<file path="src/rtl/biriscv_frontend_recovery.sv">
// Frontend recovery sequencer: on a frontend error it stalls fetch, drains the backend,
// flushes the icache and redirects fetch to the replay PC, escalating to a sticky fatal state.
module biriscv_frontend_recovery #(
    parameter logic [31:0] RESET_PC      = 32'h80000000,
    parameter int unsigned MAX_RETRIES   = 3,
    parameter int unsigned RETRY_W       = 2,
    parameter int unsigned DRAIN_TIMEOUT = 64,
    parameter int unsigned SETTLE_CYCLES = 8,
    parameter int unsigned TIMER_W       = 8
) (
    input  logic               clk_i,
    input  logic               rst_i,
    input  logic               error_i,
    input  logic               commit_valid_i,
    input  logic [31:0]        commit_npc_i,
    input  logic [1:0]         commit_priv_i,
    input  logic               pipe_idle_i,
    output logic               fetch_stall_o,
    output logic               icache_flush_o,
    output logic               recover_request_o,
    output logic [31:0]        recover_pc_o,
    output logic [1:0]         recover_priv_o,
    output logic               busy_o,
    output logic               fatal_o,
    output logic [RETRY_W-1:0] retry_count_o
);

    typedef enum logic [2:0] {
        IDLE,
        DRAIN,
        FLUSH,
        REDIRECT,
        SETTLE,
        FATAL
    } state_t;

    localparam logic [RETRY_W-1:0] RETRY_MAX  = RETRY_W'(MAX_RETRIES);
    localparam logic [TIMER_W-1:0] DRAIN_LAST = TIMER_W'(DRAIN_TIMEOUT - 1);
    localparam logic [TIMER_W-1:0] SETTLE_LAST = TIMER_W'(SETTLE_CYCLES - 1);

    state_t             state, state_next;
    logic [RETRY_W-1:0] retry, retry_next, retry_inc;
    logic [TIMER_W-1:0] timer, timer_next;
    logic [31:0]        replay_pc;
    logic [1:0]         replay_priv;

    // Saturating increment so the counter can never wrap back to zero.
    assign retry_inc = (retry == RETRY_MAX) ? retry : retry + 1'b1;

    always_comb begin
        state_next = state;
        retry_next = retry;
        timer_next = timer;
        case (state)
            IDLE: begin
                if (error_i) begin
                    if (retry == RETRY_MAX) begin
                        state_next = FATAL;
                    end else begin
                        state_next = DRAIN;
                        retry_next = retry_inc;
                        timer_next = '0;
                    end
                end else if (commit_valid_i) begin
                    retry_next = '0;
                end
            end
            DRAIN: begin
                if (pipe_idle_i) begin
                    state_next = FLUSH;
                end else if (timer == DRAIN_LAST) begin
                    state_next = FATAL;
                end else begin
                    timer_next = timer + 1'b1;
                end
            end
            FLUSH: begin
                state_next = REDIRECT;
            end
            REDIRECT: begin
                state_next = SETTLE;
                timer_next = '0;
            end
            SETTLE: begin
                if (error_i) begin
                    if (retry == RETRY_MAX) begin
                        state_next = FATAL;
                    end else begin
                        state_next = DRAIN;
                        retry_next = retry_inc;
                        timer_next = '0;
                    end
                end else if (timer == SETTLE_LAST) begin
                    state_next = IDLE;
                end else begin
                    timer_next = timer + 1'b1;
                end
            end
            default: begin
                state_next = state;
            end
        endcase
    end

    always_ff @(posedge clk_i) begin
        if (rst_i) begin
            state       <= IDLE;
            retry       <= '0;
            timer       <= '0;
            replay_pc   <= RESET_PC;
            replay_priv <= 2'b11;
        end else begin
            state <= state_next;
            retry <= retry_next;
            timer <= timer_next;
            // Commit lands in the same edge as any error transition, so replay uses the new PC.
            if (commit_valid_i && (state != FATAL)) begin
                replay_pc   <= commit_npc_i;
                replay_priv <= commit_priv_i;
            end
        end
    end

    always_comb begin
        fetch_stall_o     = 1'b0;
        icache_flush_o    = 1'b0;
        recover_request_o = 1'b0;
        fatal_o           = 1'b0;
        busy_o            = (state != IDLE);
        case (state)
            DRAIN:    fetch_stall_o = 1'b1;
            FLUSH: begin
                fetch_stall_o  = 1'b1;
                icache_flush_o = 1'b1;
            end
            REDIRECT: begin
                fetch_stall_o     = 1'b1;
                recover_request_o = 1'b1;
            end
            FATAL: begin
                fetch_stall_o = 1'b1;
                fatal_o       = 1'b1;
            end
            default: fetch_stall_o = 1'b0;
        endcase
    end

    assign recover_pc_o   = replay_pc;
    assign recover_priv_o = replay_priv;
    assign retry_count_o  = retry;

endmodule

</file>
<file path="config.mk">
export PLATFORM = sky130hd
export DESIGN_NAME = biriscv_frontend_recovery
export DESIGN_NICKNAME = d
export VERILOG_FILES = /design/src/rtl/biriscv_frontend_recovery.sv
export SDC_FILE = /design/constraint.sdc
export NUM_CORES = 1
export LEC_CHECK = 0
export CAP_MARGIN = 20
export CORE_ASPECT_RATIO = 1.4
export CORE_UTILIZATION = 43
export DETAILED_ROUTE_END_ITERATION = 8
export PLACE_DENSITY_LB_ADDON = 0.2
export SLEW_MARGIN = 20
export SYNTH_ARGS = -nofsm -noshare
export SYNTH_HDL_FRONTEND = slang
export SYNTH_SLANG_ARGS = --single-unit
</file>
<file path="constraint.sdc">
create_clock -name clk_i -period 2.5 [get_ports clk_i]
set_clock_uncertainty 0.2 [all_clocks]
set_input_delay 0.5 -clock clk_i [delete_from_list [all_inputs] [get_ports clk_i]]
set_output_delay 0.5 -clock clk_i [all_outputs]
set_load 0.005 [all_outputs]
</file>
# Word level (Yosys, flattened, before mapping)
# Index checks and enable logic that the tools add are counted.
dict set report totals {
  in_bits 39
  register_bits 47
}
dict set report classes {
  eq_ne 17
  n_mux 23
  addsub 2
  n_reduce_logical 10
}
# op n
set op_table {}
lappend op_table {{$mux W8} 6}
lappend op_table {{$pmux W8 S4} 1}
lappend op_table {{$mux W3} 6}
lappend op_table {{$ne A3 B3 Y1 const B} 5}
lappend op_table {{$pmux W3 S5} 1}
lappend op_table {{$add A8 B1 Y8 const B} 1}
lappend op_table {{$eq A8 B3 Y1 const B} 1}
lappend op_table {{$eq A8 B6 Y1 const B} 1}
lappend op_table {{$mux W2} 4}
lappend op_table {{$ne A2 B2 Y1 const B} 4}
lappend op_table {{$eq A3 B2 Y1 const B} 2}
lappend op_table {{$eq A3 B3 Y1 const B} 2}
lappend op_table {{$reduce_and A5 Y1} 1}
lappend op_table {{$reduce_bool A5 Y1} 1}
lappend op_table {{$mux W1} 4}
lappend op_table {{$pmux W2 S2} 1}
lappend op_table {{$reduce_and A4 Y1} 1}
lappend op_table {{$reduce_bool A4 Y1} 1}
lappend op_table {{$reduce_or A4 Y1} 1}
lappend op_table {{$eq A3 B1 Y1 const B} 1}
lappend op_table {{$logic_not A3 Y1} 1}
lappend op_table {{$reduce_and A3 Y1} 1}
lappend op_table {{$reduce_bool A3 Y1} 1}
lappend op_table {{$add A2 B1 Y2 const B} 1}
lappend op_table {{other kinds (3)} 3}

# Longest topological paths before layout
dict set report depth {
  depth_word 4
  ltp_mapped 7
  ltp_nobuf 6
}

# Worst setup path before layout
# Ideal clock, no wire load.
dict set report synth_timing {
  kind {input to register}
  startpoint {input error_i}
  endpoint {register timer[4]}
  stages 5
  arrival_ns 1.721
  path_buffers 0
  t_required_ns 2.180
  slack_ns 0.459
  cell_sequence {or4b_4 -> o32ai_2 -> a21oi_2 -> and3_1 -> a211o_1}
}
dict set report synth_via {
  elab_chain_len 2
}
# item line_no
set synth_lines {}
lappend synth_lines {{from (decl)} 13} ;# input logic error_i,
lappend synth_lines {{$ne A3 B3 Y1 (no line) (tied with other cells)} --}
lappend synth_lines {{$reduce_and A5 Y1 (no line) / $pmux W8 S4 (equally long branches)} --}
lappend synth_lines {{to (signal assigned)} 115} ;# timer <= timer_next;
lappend synth_lines {{to (decl)} 43} ;# logic [TIMER_W-1:0] timer, timer_next;
# Parallel ways exist; a longest one is shown, timed or not.
# A chain may end at the register's enable or synchronous reset.

# Final worst setup path
dict set report layout_timing {
  startpoint {register state[2]}
  endpoint {output icache_flush_o}
}
dict set report layout_via {
  elab_chain_len 2
}
# item line_no
set layout_lines {}
lappend layout_lines {{from (decl)} 41} ;# state_t state, state_next;
lappend layout_lines {{from (signal assigned)} 113} ;# state <= state_next;
lappend layout_lines {{$eq A3 B2 Y1} 130} ;# case (state)
lappend layout_lines {{$mux W1} 130}
lappend layout_lines {{to (decl)} 19} ;# output logic icache_flush_o,
# Every way passes these cells.

==> results by stage <==
Pwr:
- The power density relative to cell area is 717.4 nW/um^2.
- The analysis attributes to cell leakage a power of 0.001134 uW.
- VDD sags by at most 0.3747 mV.

Synthesis:
- Of the total synthesized cell area, the portion taken by XOR and XNOR cells is 0.
- In this run, synthesis produced a sequential element count of 47.
- Of the total synthesized cell area, the portion taken by AND, OR, NAND and NOR gates is 0.2784.
- The adder-cell area share of the yosys netlist is 0.006285.
- The number of nets in the synthesized netlist is 295.
- The post-synthesis async set-or-reset flop share is 0.
- The combinational family with the most area after synthesis is simple AND/OR/NAND/NOR gates.
- The average cell area after synthesis is 7.807 sq um.
- The share of the Yosys chip area taken by registers is 0.4727.
- The most used flip-flop cell after synthesis is sky130_fd_sc_hd__dfxtp_1.
- The number of unique standard cell types used by synthesis is 41.
- The post-synthesis compound-gate area fraction is 0.1986.
- The number of flops mapped to enable cells by yosys is 0.
- The number of synthesis warnings is 0.
- Summing every instance area after synthesis gives 1991 sq um.
- The post-synthesis cell count is 255.
- The mux contribution to synthesized area is 0.005657.

Clocking:
- The clock network latency to the later pin of the worst-skew pair is 0.30 ns.
- After clock tree synthesis, the setup repair step added 0 buffers.
- Hold repair after CTS inserted 0 buffers.
- The tree is rooted in a sky130_fd_sc_hd__clkbuf_8.
- Clock tree synthesis found a total of 47 sinks.
- The clock-pin slew on the worst setup and hold paths is 0.09 ns.
- After clock tree synthesis, the repair step resized 0 gates.
- The maximum clock insertion buffer count is 2.
- TritonCTS built the clock tree.
- CTS built an H-tree with a depth of 2.
- The clock buffer count from CTS is 5.

Cells and area:
- The repair_antennas step left the layout with diodes totalling 0.
- The post-layout instance area is 2977 sq um.
- The filler-free cell count of the finished design is 395.
- The share of cells above drive strength 1 is 0.06567.
- Compared with the post-synthesis result, the final layout area differs by 49.53%.
- The final net count is 374.

Die:
- For this configuration, the core starts out at a cell density of 0.4582.
- The area of the placeable core is 4344 sq um.
- The I/O pin total is 80.
- The horizontal extent of the die is 59.51 um.
- The die boundary height is 82.51 um.
- The total die area is 4909 sq um.
- In this run the core area contains 28 standard-cell rows.

Timing:
- The final sum of negative setup slack is 0 ns.
- Measured against its own limit, the worst slew margin works out to 0.7100.
- At the pin with the least slew margin, the transition time is 0.4350 ns.
- The max-slew violation count is 0.
- The post-route fraction of the period consumed by the critical path is 0.9409.
- The post-layout worst setup margin is 0.1478 ns.
- Setup repair after global routing left no endpoint under its margin.
- Setup violations remaining at the end of the flow were counted as 0.
- The total count of hold-check failures in the final report came to 0.
- Counting I/O delays and the setup requirement, the final critical path takes 2.352 ns.
- Timing would allow up to 0.4251 GHz.

Setup path:
- The maximum fanout along the worst path is 13.
- The startpoint-to-endpoint class of the critical path is reg -> out.
- The critical path endpoint category is a primary output.
- The startpoint type of the worst setup path is a flop.
- The data arrival time of the critical path is 1.65 ns.
- The data required time of the critical path is 1.80 ns.

GRT:
- The pin count of the biggest net entering global routing is 44.
- The via count of the first global-routing pass is 1763.
- The initial antenna violation count came to 0.
- The total congestion overflow after global routing is 0.
- The first global-routing pass estimated 7769 um of wire.
- In the global route stage, overall resource usage came out at 0.2064.

Placement:
- The number of placed cells counting well taps is 387.
- At the end of routability-driven placement, the weighted congestion stood at 0.7906.
- The post-DP HPWL is 3521 um.
- The worst setup slack after placement is -0.03393 ns.
- Summing all placed instances gives a cell area of 2855 sq um.
- During placement, the flow inserted port buffers numbering 79.

Detailed routing:
- The detail route stage leaves a number of antenna-violating nets equal to 0.
- The detailed router finished its first iteration with 113 violations.
- The detailed-route wire length per cell is 12.64 um.
- Detailed routing inserted a total of 2007 vias.
- The number of remaining DRC errors is 0.
- The routed design has 4993 um of wire.
- The first-pass detailed-route iteration total is 4.
- Dividing the detail-routed via count by the number of cells gives 5.081.

Min path:
- The type of the tightest min-delay check is reg -> reg.

Flow run:
- Across the run, the number of max-cap violations was 0.

Status:
- The run finished with clean final reports.
-- flip-flops by register name, summed over array words and instances (netlist names) --
name	flops
retry_count_o	2
recover_pc_o	32
timer	8
recover_priv_o	2
state	3
-- placed cells by master (no fill, tap or decap), types with 2 or more instances in the layout --
cell type	netlist	final
sky130_fd_sc_hd__buf_4	0	8
sky130_fd_sc_hd__a211o_1	2	2
sky130_fd_sc_hd__clkdlybuf4s50_1	0	79
sky130_fd_sc_hd__nand3b_1	6	6
sky130_fd_sc_hd__nor3b_1	2	2
sky130_fd_sc_hd__nor2_1	12	12
sky130_fd_sc_hd__o211ai_1	3	3
sky130_fd_sc_hd__nand2b_1	2	2
sky130_fd_sc_hd__or3_1	4	4
sky130_fd_sc_hd__nand3_1	7	7
sky130_fd_sc_hd__clkbuf_8	0	6
sky130_fd_sc_hd__dfxtp_1	47	47
sky130_fd_sc_hd__nor3_1	3	3
sky130_fd_sc_hd__nor2b_1	2	2
sky130_fd_sc_hd__inv_1	4	4
sky130_fd_sc_hd__nand2_1	76	76
sky130_fd_sc_hd__a21oi_1	37	37
sky130_fd_sc_hd__o21ai_0	9	9
-- critical path, cell delays in order, from the launching register on --
cell                              delay [ns]
sky130_fd_sc_hd__dfxtp_1                0.42
sky130_fd_sc_hd__nand2b_1               0.24
sky130_fd_sc_hd__nor2_1                 0.16
sky130_fd_sc_hd__clkdlybuf4s50_1        0.52
-- power by group --
group / switching, uW / total, uW / internal (uW)
clock network: 261 / 590 / 329
logic: 291 / 637 / 346
registers: 83.8 / 909 / 825
total: 635 / 2140 / 1500
-- area by class of cell --
class / instances / area [sq um]
fill: 393 / 1368
multi-input combinational: 189 / 973.4
sequential: 47 / 940.9
timing repair buffer: 87 / 850.8
clock buffer: 6 / 82.58
tap: 60 / 75.07
clock inverter: 2 / 38.79
inverter: 4 / 15.01
-- worst paths after layout --
path	startpoint	to	slack, ns	cells past startpoint
hold reg to reg	recover_pc_o[7]	recover_pc_o[7]	0.26	2
setup / recovery	state[2]	icache_flush_o	0.15	3
setup reg to reg	state[2]	timer[0]	0.33	5
hold / removal	recover_pc_o[7]	recover_pc_o[7]	0.26	2
-- synth_stat cells (2+ instances only) --
| cell type | count | area, sq um |
|---|---|---|
| sky130_fd_sc_hd__a211o_1 | 2 | 17.52 |
| sky130_fd_sc_hd__a21oi_1 | 37 | 185.2 |
| sky130_fd_sc_hd__buf_2 | 4 | 20.02 |
| sky130_fd_sc_hd__clkbuf_1 | 11 | 41.29 |
| sky130_fd_sc_hd__dfxtp_1 | 47 | 940.9 |
| sky130_fd_sc_hd__inv_1 | 4 | 15.01 |
| sky130_fd_sc_hd__nand2_1 | 76 | 285.3 |
| sky130_fd_sc_hd__nand2b_1 | 2 | 12.51 |
| sky130_fd_sc_hd__nand3_1 | 7 | 35.03 |
| sky130_fd_sc_hd__nand3b_1 | 6 | 45.04 |
| sky130_fd_sc_hd__nor2_1 | 12 | 45.04 |
| sky130_fd_sc_hd__nor2b_1 | 2 | 12.51 |
| sky130_fd_sc_hd__nor3_1 | 3 | 15.01 |
| sky130_fd_sc_hd__nor3b_1 | 2 | 15.01 |
| sky130_fd_sc_hd__o211ai_1 | 3 | 22.52 |
| sky130_fd_sc_hd__o21ai_0 | 9 | 45.04 |
| sky130_fd_sc_hd__or3_1 | 4 | 25.02 |
-- stage by stage --
step	utilization	hold WS [ns]	total power [uW]
floorplan	-	0.2527	1243
global placement	0.6573	0.2407	1553
detailed placement	0.6573	0.2457	1563
CTS	0.6852	0.2584	2158
global route	0.6852	0.2711	2267
finish	0.6852	0.2561	2135
-- metal layers --
layer,share of wire,GRT usage,vias to the layer above
li1,-,-,1030
met1,0.41,0.2320,911
met2,0.51,0.3730,60
met3,0.066,0.05140,6
met4,0.012,0.07209,0
met5,0,0,-
-- kinds of logic after synthesis --
logic type                 after synthesis
AOI/OAI and AO/OA                       65
adders and majority gates                1
buffers and inverters                   19
DFF                                     47
muxes                                    1
and+or+nand+nor                        122
(Power assumes the default switching activity.)
==> variant (config.mk and constraints unchanged) <==
Set the parameter `TIMER_W` to 6 (it was 8).
--- a/src/rtl/biriscv_frontend_recovery.sv
+++ b/src/rtl/biriscv_frontend_recovery.sv
@@ -7,5 +7,5 @@
     parameter int unsigned DRAIN_TIMEOUT = 64,
     parameter int unsigned SETTLE_CYCLES = 8,
-    parameter int unsigned TIMER_W       = 8
+    parameter int unsigned TIMER_W       = 6
 ) (
     input  logic               clk_i,
Check against the original RTL: no difference found for any inputs over 10 cycles, from zero or initial values and one cycle with rst_i high; that may be too few to reach the edited logic, so the function may still have changed.
==> variant against the original RTL <==
- worst setup slack is essentially flat
- wire length increased by 4.5%
- final cell count decreased by 1.8%
- synthesized area shrank 2.5%
- maximum frequency is essentially flat
- design area decreased by 1.5%
- sequential cell count is 2 lower
- critical endpoint is now fatal_o
- largest cell class unchanged
- highest routed layer unchanged
Power is not compared: it rests on default switching activity, and its combinational part moved more than twofold at a synthesized area within 25%.
==> variant: results (changes against the original RTL) <==
metric	value	unit	change
outcome	finished, final reports clean		unchanged
wl_per_cell	13.4	um	was 12.6 um
wl_met2	2610	um	was 2530 um
grt_start_max_net_pins	35		was 44
largest_reg_flops	32		unchanged
vias	2022		was 2007
dr.max_layer_used	met4		unchanged
p_leak	1.15	nW	
totalWireLength	5220	um	was 4990 um
holdCritPathClass	register to register		unchanged
clock_tree.root_cell	clkbuf_8		unchanged
nets	367		was 374
gp_congestion	0.936		was 0.791
clk_pin_slew	90	ps	about the same
dpl.hpwl	3700	um	was 3520 um
dpl-instance-area	2820	sq um	was 2860 sq um
path_max_fanout	13		unchanged
synth_common_cells	73 x nand2_1, 45 x dfxtp_1, 40 x a21oi_1, 10 x clkbuf_1, 10 x nor2_1		was 76 x nand2_1, 47 x dfxtp_1, 37 x a21oi_1, 12 x nor2_1, 11 x clkbuf_1
async_reset_ff_share	0	%	unchanged
insertion_delay	300	ps	about the same
drt_iter0_markers	79		was 113
syn_inst	245		was 255
synth.area.top_cells	dfxtp_1 46%, nand2_1 14%, a21oi_1 10%, a221o_1 2.1%, clkbuf_1 1.9%		was dfxtp_1 47%, nand2_1 14%, a21oi_1 9.3%, o21ai_0 2.3%, nand3b_1 2.3%
synthFlopType	dfxtp_1		unchanged
htreeDepth	2		unchanged
synthesis.nets	285		was 295
ys_types	45		was 41
wl_met3	399	um	was 332 um
ctsHoldBuffers	0		unchanged
dp_cells	380		was 387
grt_first_pass_wirelength	8540	um	was 7770 um
max_slew_margin	72.5	%	was 71.0%
routedLengthMet1	2100	um	was 2070 um
peakVddDrop	426	uV	
power.switching	0.418	mW	
layout-drive-gt1-share	7.01	%	was 6.57%
ys_seq_area_share	46.4	%	was 47.3%
grt_pass1_vias	1908		was 1763
grt_use_total	23.3	%	was 20.6%
[variant: changes by cell type after synthesis, sizes merged, moves of 2 or more]
| cell | before | now |
|---|---|---|
| and3 | 1 | 5 |
| o21ai | 10 | 2 |
| o211ai | 3 | 0 |
| nor2 | 12 | 10 |
| nand3b | 6 | 1 |
| a21oi | 38 | 40 |
| a211o | 2 | 0 |
| or3 | 4 | 2 |
| and4 | 0 | 2 |
| a221o | 1 | 4 |
| dfxtp | 47 | 45 |
| nand2 | 76 | 73 |
| o21a | 0 | 3 |
[variant: path summary, 6_finish.rpt]
check	cells after the start	slack, ps	startpoint	endpoint
min	2	260	recover_pc_o[18]$_SDFFE_PP0P_	recover_pc_o[18]$_SDFFE_PP0P_
max	3	150	state[2]$_SDFFE_PP0P_	fatal_o
min reg2reg	2	260	recover_pc_o[18]$_SDFFE_PP0P_	recover_pc_o[18]$_SDFFE_PP0P_
max reg2reg	5	280	timer[0]$_SDFFE_PP0P_	timer[5]$_SDFFE_PP0P_
[variant: final cells by class]
class | count | area (sq um)
Tap cell | 60 | 75.1
Inverter | 5 | 18.8
Fill cell | 399 | 1340
Timing Repair Buffer | 90 | 873
Clock buffer | 6 | 72.6
Clock inverter | 2 | 38.8
Sequential cell | 45 | 903
Multi-Input combinational cell | 180 | 951
[variant: routing by layer]
| layer | up-vias | GRT usage, % |
|---|---|---|
| met2 | 58 | 39.1 |
| met4 | 0 | 9.52 |
| li1 | 1008 | - |
| met5 | - | 0 |
| met1 | 945 | 26.2 |
| met3 | 11 | 9.13 |
[variant: kinds of logic after synthesis]
kind of cell	count (synthesis)	synth area share, %
and+or+nand+nor	115	27.6
adders and majority gates	1	0.645
muxes	1	0.516
buffers and inverters	20	4.58
DFF	45	46.4
AOI/OAI and AO/OA	63	20.2
[variant: power by group through the flow]
stage / Combinational, mW / Sequential, mW / Clock [mW]
global placement: 0.314 / 0.807 / 0
floorplan: 0.139 / 0.799 / 0
finish: 0.316 / 0.792 / 0.558
CTS: 0.318 / 0.792 / 0.568
global route: 0.348 / 0.800 / 0.589
detailed placement: 0.315 / 0.808 / 0
[variant: repair_timing]
item,CTS,global route
buffers inserted,0,0
endpoints found under the setup margin,0,1
resized for setup,0,2
[variant: metrics by stage]
stage / hold slack, ps / util [%] / TNS, ps / setup WS (ps) / total power [mW]
6_report: 255 / 68.6 / 0 / 148 / 1.67
5_1_grt: 275 / 68.6 / 0 / 64.9 / 1.74
4_1_cts: 256 / 68.6 / 0 / 51.1 / 1.68
3_5_place_dp: 245 / 66.0 / -201 / -58.2 / 1.12
3_3_place_gp: 241 / 66.0 / -91.3 / -30.6 / 1.12
2_1_floorplan: 250 / - / 0 / 415 / 0.939
[variant: critical path: stages, from the launching register on]
cell,delay [ps]
dfxtp_1,570
nand3b_1,180
inv_1,80
clkdlybuf4s50_1,520
